[config.mk]
export PLATFORM = sky130hd
export DESIGN_NAME = rtl_kernel_wizard_1_axis_byteswap
export DESIGN_NICKNAME = d
export VERILOG_FILES = /design/src/rtl/rtl_kernel_wizard_1_axis_byteswap.sv
export SDC_FILE = /design/constraint.sdc
export NUM_CORES = 1
export LEC_CHECK = 0
export CORE_AREA = 2 2 477 479
export CTS_CLUSTER_SIZE = 14
export DETAILED_ROUTE_END_ITERATION = 8
export DIE_AREA = 0 0 479 481
export GPL_TIMING_DRIVEN = 0
export SETUP_SLACK_MARGIN = 0.2
export SYNTH_ARGS = -nofsm -noshare
export SYNTH_HDL_FRONTEND = slang
export SYNTH_SLANG_ARGS = --single-unit
[constraint.sdc]
create_clock -name aclk -period 36.6 [get_ports aclk]
set_input_delay 3.66 -clock aclk [delete_from_list [all_inputs] [get_ports aclk]]
set_output_delay 3.66 -clock aclk [all_outputs]
set_load 0.02 [all_outputs]
[src/rtl/rtl_kernel_wizard_1_axis_byteswap.sv]
// AXI4-Stream byte-swap stage: reverses byte order within each C_SWAP_BYTES lane, with the mode latched per packet.
// Registered s_axis_tready backed by an output register and a one-entry skid buffer; keeps beat/packet statistics.
module rtl_kernel_wizard_1_axis_byteswap #(
    parameter int C_AXIS_TDATA_WIDTH = 512,
    parameter int C_SWAP_BYTES       = 4,
    parameter int C_COUNT_WIDTH      = 32
) (
    input  logic                            aclk,
    input  logic                            areset,
    input  logic                            ctrl_swap_en,
    input  logic                            s_axis_tvalid,
    output logic                            s_axis_tready,
    input  logic [C_AXIS_TDATA_WIDTH-1:0]   s_axis_tdata,
    input  logic [C_AXIS_TDATA_WIDTH/8-1:0] s_axis_tkeep,
    input  logic                            s_axis_tlast,
    output logic                            m_axis_tvalid,
    input  logic                            m_axis_tready,
    output logic [C_AXIS_TDATA_WIDTH-1:0]   m_axis_tdata,
    output logic [C_AXIS_TDATA_WIDTH/8-1:0] m_axis_tkeep,
    output logic                            m_axis_tlast,
    output logic [C_COUNT_WIDTH-1:0]        stat_beat_count,
    output logic [C_COUNT_WIDTH-1:0]        stat_pkt_count,
    output logic                            stat_busy
);
    localparam int KEEP_W = C_AXIS_TDATA_WIDTH / 8;
    localparam logic [C_COUNT_WIDTH-1:0] CNT_ONE = C_COUNT_WIDTH'(1);

    typedef enum logic {IDLE = 1'b0, IN_PKT = 1'b1} state_t;

    function automatic int src_byte(input int i);
        return (i / C_SWAP_BYTES) * C_SWAP_BYTES + (C_SWAP_BYTES - 1 - (i % C_SWAP_BYTES));
    endfunction

    function automatic logic [C_AXIS_TDATA_WIDTH-1:0] swap_data(input logic [C_AXIS_TDATA_WIDTH-1:0] d);
        logic [C_AXIS_TDATA_WIDTH-1:0] r;
        r = '0;
        for (int i = 0; i < KEEP_W; i++)
            r[i*8 +: 8] = d[src_byte(i)*8 +: 8];
        return r;
    endfunction

    function automatic logic [KEEP_W-1:0] swap_keep(input logic [KEEP_W-1:0] k);
        logic [KEEP_W-1:0] r;
        r = '0;
        for (int i = 0; i < KEEP_W; i++)
            r[i] = k[src_byte(i)];
        return r;
    endfunction

    function automatic logic [C_COUNT_WIDTH-1:0] sat_inc(input logic [C_COUNT_WIDTH-1:0] c,
                                                        input logic en);
        if (en && (c != '1))
            return c + CNT_ONE;
        return c;
    endfunction

    state_t state_q, state_d;
    logic   pkt_mode_q, pkt_mode_d;
    logic   rdy_q;
    logic   accept, emit, beat_swap;

    logic [C_AXIS_TDATA_WIDTH-1:0] swp_data_p0;
    logic [KEEP_W-1:0]             swp_keep_p0;

    logic                          vld_p1, vld_p1_d;
    logic [C_AXIS_TDATA_WIDTH-1:0] data_p1;
    logic [KEEP_W-1:0]             keep_p1;
    logic                          last_p1;

    logic                          skid_vld_p1, skid_vld_p1_d;
    logic [C_AXIS_TDATA_WIDTH-1:0] skid_data_p1;
    logic [KEEP_W-1:0]             skid_keep_p1;
    logic                          skid_last_p1;

    logic load_out_in, load_out_skid, load_skid;
    logic [C_COUNT_WIDTH-1:0] beat_cnt_q, pkt_cnt_q;

    assign accept = s_axis_tvalid & rdy_q;
    assign emit   = vld_p1 & m_axis_tready;

    // Stage p0: choose the mode for this beat and permute data/keep at acceptance
    assign beat_swap   = (state_q == IDLE) ? ctrl_swap_en : pkt_mode_q;
    assign swp_data_p0 = beat_swap ? swap_data(s_axis_tdata) : s_axis_tdata;
    assign swp_keep_p0 = beat_swap ? swap_keep(s_axis_tkeep) : s_axis_tkeep;

    always_comb begin
        state_d    = state_q;
        pkt_mode_d = pkt_mode_q;
        if (accept) begin
            case (state_q)
                IDLE: begin
                    pkt_mode_d = ctrl_swap_en;
                    if (!s_axis_tlast)
                        state_d = IN_PKT;
                end
                IN_PKT: begin
                    if (s_axis_tlast)
                        state_d = IDLE;
                end
                default: state_d = IDLE;
            endcase
        end
    end

    // Stage p1: OUT register plus skid; accept is impossible while SKID is full
    always_comb begin
        vld_p1_d      = vld_p1;
        skid_vld_p1_d = skid_vld_p1;
        load_out_in   = 1'b0;
        load_out_skid = 1'b0;
        load_skid     = 1'b0;
        if (emit) begin
            if (skid_vld_p1) begin
                load_out_skid = 1'b1;
                skid_vld_p1_d = 1'b0;
            end else if (accept) begin
                load_out_in = 1'b1;
            end else begin
                vld_p1_d = 1'b0;
            end
        end else if (accept) begin
            if (!vld_p1) begin
                load_out_in = 1'b1;
                vld_p1_d    = 1'b1;
            end else begin
                load_skid     = 1'b1;
                skid_vld_p1_d = 1'b1;
            end
        end
    end

    always_ff @(posedge aclk) begin
        if (areset) begin
            state_q     <= IDLE;
            pkt_mode_q  <= 1'b0;
            vld_p1      <= 1'b0;
            skid_vld_p1 <= 1'b0;
            rdy_q       <= 1'b0;
            beat_cnt_q  <= '0;
            pkt_cnt_q   <= '0;
        end else begin
            state_q     <= state_d;
            pkt_mode_q  <= pkt_mode_d;
            vld_p1      <= vld_p1_d;
            skid_vld_p1 <= skid_vld_p1_d;
            rdy_q       <= ~skid_vld_p1_d;
            beat_cnt_q  <= sat_inc(beat_cnt_q, emit);
            pkt_cnt_q   <= sat_inc(pkt_cnt_q, emit & last_p1);
        end
    end

    always_ff @(posedge aclk) begin
        if (load_out_skid) begin
            data_p1 <= skid_data_p1;
            keep_p1 <= skid_keep_p1;
            last_p1 <= skid_last_p1;
        end else if (load_out_in) begin
            data_p1 <= swp_data_p0;
            keep_p1 <= swp_keep_p0;
            last_p1 <= s_axis_tlast;
        end
        if (load_skid) begin
            skid_data_p1 <= swp_data_p0;
            skid_keep_p1 <= swp_keep_p0;
            skid_last_p1 <= s_axis_tlast;
        end
    end

    assign s_axis_tready   = rdy_q;
    assign m_axis_tvalid   = vld_p1;
    assign m_axis_tdata    = data_p1;
    assign m_axis_tkeep    = keep_p1;
    assign m_axis_tlast    = last_p1;
    assign stat_beat_count = beat_cnt_q;
    assign stat_pkt_count  = pkt_cnt_q;
    assign stat_busy       = (state_q == IN_PKT);

endmodule

==> impl_metrics.env, run 1 <==
export IMPL_cts_root_buffer="clkbuf_16"
export IMPL_synth_top_area_cell="edfxtp_1"
export IMPL_finalSetupViolations=0
export IMPL_utilization=0.327
export IMPL_synthTopCellsByArea="edfxtp_1, nand2_1, mux2_2"
export IMPL_fin_tns_setup_ns=0
export IMPL_maxCapViolCount=0
export IMPL_ys_seq_elements=1223
export IMPL_htreeDepth=4
export IMPL_io_pins=1226
export IMPL_clkLatencyLatePin_ns=0.80
export IMPL_post_cts_resized=0
export IMPL_design_area_um2=73800
export IMPL_port_buffers=1224
export IMPL_synthMuxAreaShare=0.127
export IMPL_irDropWorstVdd_mv=0.0434
export IMPL_antenna_found_initial=65
export IMPL_die_area_um2=230000
export IMPL_synth_xor_area_frac=0.00202
export IMPL_finalHoldViolations=0
export IMPL_fin_cells=8655
export IMPL_ys_seq_area_frac=0.694
export IMPL_tritoncts="yes"
export IMPL_ys_warn_count=0
export IMPL_synth_cell_type_count=46
export IMPL_gp_congestion=0.933
export IMPL_die_w_um=479
export IMPL_dieHeight_um=481
export IMPL_synth_avg_cell_area_um2=12.7
export IMPL_wl_met3_um=22100
export IMPL_track_usage=0.178
export IMPL_powerDensity_nw_per_um2=48.3
export IMPL_rsz0062_at_grt="false"
export IMPL_grt_overflow=0
export IMPL_area_growth_pct=42.0
export IMPL_core_region_area_um2=226000
export IMPL_dpl_worst_slack_ns=28.80
export IMPL_clock_sinks=1223
export IMPL_synthArstFlopShare=0
export IMPL_arrival_ns=7.13
export IMPL_cp_slowest_cell="clkbuf_1"
export IMPL_dr_pass1_iters=6
export IMPL_drt_total_wl_um=213000
export IMPL_fin_crit_ns=6.60
export IMPL_mostFrequentLayoutCells="nand2_1, clkdlybuf4s50_1, edfxtp_1"
export IMPL_setup_worst_path_end_class="register"
export IMPL_drive_above_1_share=0.153
export IMPL_wl_per_cell_um=24.6
export IMPL_syn_nets=4670
export IMPL_syn_inst=4086
export IMPL_cpPeakStageDelay_ns=0.95
export IMPL_clk_path_buf_depth=3
export IMPL_grt_pass1_vias=38145
export IMPL_whs_ns=0.481
export IMPL_numCtsBuffers=145
export IMPL_synthAdderAreaFrac=0.000482
export IMPL_crit_top_cell="clkbuf_1"
export IMPL_antenna_left=0
export IMPL_yosys_area_top_type_share=0.667
export IMPL_cpLargestDelayFamily="buffers and inverters"
export IMPL_postCtsSetupBuffers=0
export IMPL_final_common_cell="nand2_1"
export IMPL_worstSetupPathType="in -> reg"
export IMPL_worstPathRequired_ns=37.13
export IMPL_setup_slack_ns=30.00
export IMPL_status="finished clean"
export IMPL_path_buf_inv=5
export IMPL_startpoint_type="input port"
export IMPL_postCtsHoldBufs=0
export IMPL_path_clk_slew_ns=0.06
export IMPL_tightest_slew_ns=1.20
export IMPL_vias_per_cell=4.40
export IMPL_synth_simple_area_share=0.148
export IMPL_crit_chain="clkdlybuf4s50_1 > and2_1 > clkbuf_1 > nand2_2 > buf_16 > clkbuf_1 > clkbuf_1 > mux2_2"
export IMPL_finalNetCount=6081
export IMPL_finalCritPeriodShare=0.180
export IMPL_final_max_slew_viol_count=0
export IMPL_dp_cells=8359
export IMPL_drt_initial_drc_count=3081
export IMPL_path_max_fanout=10
export IMPL_fmax_ghz=0.151
export IMPL_grt_pass1_wl_um=293000
export IMPL_start_util=0.230
export IMPL_dpl_instance_area_um2=68900
export IMPL_p_leak_nw=27.0
export IMPL_vias=38106
export IMPL_met1Wirelength_um=79600
export IMPL_synth_edf_count=1154
export IMPL_slew_headroom=0.200
export IMPL_synth_compound_area_frac=0.0123
export IMPL_place_hpwl_um=166000
export IMPL_wl_met2_um=102000
export IMPL_fin_skew_ns=0.0355
export IMPL_drc=0
export IMPL_synth_area_um2=51900
export IMPL_grt_max_degree=63
export IMPL_synth_top_family_by_area="simple AND/OR/NAND/NOR gates"
export IMPL_min_path_type="reg -> reg"
export IMPL_top_layer="met5"
export IMPL_total_power_mw=3.57
export IMPL_dominantRegCellSynth="edfxtp_1"
export IMPL_placementRows=175
-- tightest hold or removal path, cell delays in order (launching register included) --
cell     delay [ns]
dfxtp_1        0.32
nand2_1        0.06
a21oi_1        0.05
-- flip-flops by register name (all words and copies together), names as in the netlist --
signal           flops
m_axis_tdata       512
s_axis_tready        1
m_axis_tkeep        64
pkt_mode_q           1
skid_keep_p1        64
m_axis_tvalid        1
m_axis_tlast         1
stat_busy            1
stat_pkt_count      32
skid_data_p1       512
stat_beat_count     32
skid_vld_p1          1
skid_last_p1         1
-- logic make-up (layout without fill, tap and decap cells) --
group | count (synthesis) | count (layout)
AND/OR/NAND/NOR | 1939 | 1939
flip-flops | 1223 | 1223
multiplexers | 586 | 586
buffers and inverters | 219 | 1744
AO/OA/AOI/OAI | 105 | 105
XOR/XNOR | 12 | 12
adder cells (fa/ha/maj) | 2 | 2
other | 0 | 35
-- metal layers --
layer  up-vias  GRT usage
met2      1778      0.300
met5         -          0
li1      17271          -
met3       360     0.0682
met1     18667      0.201
met4        30     0.0708
-- synthesized netlist by cell type, types with 2 or more instances --
library cell,instances
o31ai_1,24
o21ai_1,7
a211oi_1,2
edfxtp_1,1154
nand3b_1,2
and3_1,8
ha_1,2
nand2_1,1761
nor3_1,8
nor4_1,5
nor4_2,2
buf_1,7
and2_1,5
dfxtp_1,69
buf_4,2
nor2_1,35
nand3_1,27
xor2_1,10
buf_2,3
o311ai_0,3
clkbuf_1,198
inv_1,6
mux2_2,582
a21oi_1,45
or4_4,2
o21ai_0,15
buf_6,3
mux2i_1,3
o2111ai_1,4
nor2b_1,6
o41ai_1,3
nand4_1,17
and4_1,3
or2_2,6
or4_1,27
xnor2_1,2
or3_1,19
-- final timing paths --
check,cells after the start,slack (ns),start,endpoint
min,2,0.48,s_axis_tready,m_axis_tvalid
min reg2reg,2,0.48,s_axis_tready,m_axis_tvalid
max,8,30.00,m_axis_tready,m_axis_tdata[257]
max reg2reg,7,32.94,m_axis_tvalid,m_axis_tdata[257]
-- cell type report --
cell class / count / area [µm²]
Clock buffer: 177 / 3820
Sequential cell: 1223 / 36000
Clock inverter: 84 / 895
Fill cell: 22238 / 152000
Buffer: 213 / 835
Timing Repair Buffer: 1264 / 13200
Antenna cell: 35 / 87.6
Inverter: 6 / 22.5
Tap cell: 3009 / 3760
Multi-Input combinational cell: 2644 / 15100
-- where the power goes --
part,total [mW],internal [mW],switching [mW]
Clock,1.46,0.831,0.632
Combinational,0.480,0.207,0.273
Sequential,1.62,1.61,0.0154
No activity file was read; power rests on OpenSTA's default activity.
==> inputs of run 2 (changes only) <==
==> constraint.sdc (replaced) <==
create_clock -name aclk -period 5.7 [get_ports aclk]
set_input_delay 0.57 -clock aclk [delete_from_list [all_inputs] [get_ports aclk]]
set_output_delay 0.57 -clock aclk [all_outputs]
set_load 0.02 [all_outputs]
==> run 2 against run 1 <==
Effect of this change: clock skew shrank 0.0054 ns; clock power grew to 6.1 times the previous value; critical path depth fell by 1; largest power group unchanged; non-clock buffer count down 1; register-to-register slack worse by 31 ns; power grew to 6.3 times the previous value; first-iteration DRC count down 14%; sequential share of layout area up 0.20 points.
==> impl_metrics.env, run 2 (synthesized netlist as in run 1, its figures left out) <==
export IMPL_finalHoldViolations=0
export IMPL_tritoncts="yes"
export IMPL_fin_skew_ns=0.0300
export IMPL_mostFrequentLayoutCells="nand2_1, clkdlybuf4s50_1, edfxtp_1"
export IMPL_place_hpwl_um=166000
export IMPL_final_max_slew_viol_count=0
export IMPL_rr_worst_depth=7
export IMPL_cpPeakStageDelay_ns=0.82
export IMPL_powerDensity_nw_per_um2=305
export IMPL_fin_tns_setup_ns=0
export IMPL_htreeDepth=4
export IMPL_startpoint_type="register"
export IMPL_io_pins=1226
export IMPL_fin_cells=8642
export IMPL_crit_chain="and2_1 > clkbuf_1 > nand2_2 > buf_16 > clkbuf_1 > clkbuf_1 > mux2_2"
export IMPL_crit_top_cell="clkbuf_1"
export IMPL_clkLatencyLatePin_ns=0.78
export IMPL_setup_slack_ns=1.91
export IMPL_vias_per_cell=4.42
export IMPL_antenna_left=0
export IMPL_gp_congestion=0.928
export IMPL_numCtsBuffers=145
export IMPL_status="finished clean"
export IMPL_track_usage=0.177
export IMPL_grt_pass1_wl_um=292000
export IMPL_r2r_end="m_axis_tdata[363]"
export IMPL_min_path_type="in -> reg"
export IMPL_drt_initial_drc_count=2641
export IMPL_path_max_fanout=10
export IMPL_p_leak_nw=26.9
export IMPL_dieHeight_um=481
export IMPL_fin_crit_ns=3.79
export IMPL_utilization=0.325
export IMPL_design_area_um2=73500
export IMPL_antenna_found_initial=60
export IMPL_finalCritPeriodShare=0.665
export IMPL_irDropWorstVdd_mv=0.253
export IMPL_grt_pass1_vias=38160
export IMPL_dr_pass1_iters=6
export IMPL_clock_sinks=1223
export IMPL_start_util=0.230
export IMPL_p_int_mw=16.7
export IMPL_r2r_start="m_axis_tvalid"
export IMPL_finalSetupViolations=0
export IMPL_cts_root_buffer="clkbuf_16"
export IMPL_swShare=0.255
export IMPL_drive_above_1_share=0.151
export IMPL_vias=38201
export IMPL_power_switching_mw=5.73
export IMPL_cp_slowest_cell="clkbuf_1"
export IMPL_area_growth_pct=41.4
export IMPL_dpl_instance_area_um2=68900
export IMPL_total_power_mw=22.4
export IMPL_die_area_um2=230000
export IMPL_port_buffers=1224
export IMPL_worstPathRequired_ns=6.20
export IMPL_die_w_um=479
export IMPL_wl_per_cell_um=24.4
export IMPL_critPathCapture="m_axis_tdata[363]"
export IMPL_tightest_slew_ns=1.02
export IMPL_pwr_share_seq=0.464
export IMPL_final_common_cell="nand2_1"
export IMPL_grt_max_degree=62
export IMPL_slew_headroom=0.322
export IMPL_dpl_worst_slack_ns=0.961
export IMPL_arrival_ns=4.29
export IMPL_maxCapViolCount=0
export IMPL_core_region_area_um2=226000
export IMPL_cp_startpoint="m_axis_tvalid"
export IMPL_grt_overflow=0
export IMPL_dp_cells=8358
export IMPL_worstSetupPathType="reg -> reg"
export IMPL_drt_total_wl_um=211000
export IMPL_postCtsSetupBuffers=0
export IMPL_combPwrFrac=0.136
export IMPL_postCtsHoldBufs=0
export IMPL_setup_worst_path_end_class="register"
export IMPL_whs_ns=0.342
export IMPL_finalNetCount=6080
export IMPL_drc=0
export IMPL_fmax_ghz=0.264
export IMPL_rsz0062_at_grt="false"
export IMPL_clk_path_buf_depth=3
export IMPL_fillCellCount=22506
export IMPL_clockPowerShare=0.399
export IMPL_post_cts_resized=0
export IMPL_r2r_setup_slack_ns=1.91
export IMPL_placementRows=175
export IMPL_path_clk_slew_ns=0.06
-- run 2: changes by cell type in the layout (fill, tap and decap cells not counted), moves of 2 or more --
cell,change
buf_12,+3
buf_16,-4
bufinv_16,-5
clkbuf_1,+9
clkinv_16,-3
clkinv_2,+2
clkinvlp_4,-5
diode_2,-9
-- run 2: final cells by class --
type                    count  area, µm²  area share
inverters                   6       22.5    0.000307
diodes                     26       65.1    0.000886
clock buffers             186       3850      0.0524
plain buffers             213        845      0.0115
flip-flops and latches   1223      36000       0.491
multi-input cells        2644      15100       0.206
well taps                3009       3760      0.0513
repair buffers           1263      13200       0.179
clock inverters            72        619     0.00843
-- run 2: power by group through the flow --
| stage | sequential [mW] | combinational (mW) | clock (mW) |
|---|---|---|---|
| floorplan | 11.0 | 1.07 | 0 |
| global placement | 10.8 | 2.98 | 0 |
| detailed placement | 10.6 | 3.07 | 0 |
| CTS | 10.4 | 3.09 | 9.25 |
| global route | 10.4 | 3.29 | 9.55 |
| finish | 10.4 | 3.06 | 8.96 |
-- run 2: how the worst min path moves through the flow --
stage               cells past startpoint           from             endpoint  slack [ns]
floorplan                               2     pkt_mode_q           pkt_mode_q        0.49
global placement                        2  s_axis_tready        m_axis_tvalid        0.47
detailed placement                      2  s_axis_tready        m_axis_tvalid        0.49
CTS                                     3         areset  stat_beat_count[25]        0.24
global route                            3         areset  stat_beat_count[27]        0.34
finish                                  3         areset  stat_beat_count[25]        0.34
-- run 2: per-layer routing --
metal / global-route usage / wire length (µm) / up-vias
li1: - / - / 17241
met1: 0.201 / 79600 / 18903
met2: 0.297 / 101000 / 1665
met3: 0.0635 / 20000 / 354
met4: 0.0790 / 9490 / 38
met5: 0 / 241 / -
-- run 2: critical path, delay by kind of cell, from the launching register on --
family / cells / cell delay [ns]
buffers and inverters: 4 / 1.77
flip-flops: 1 / 0.50
multiplexers: 1 / 0.47
AND/OR/NAND/NOR: 2 / 0.69
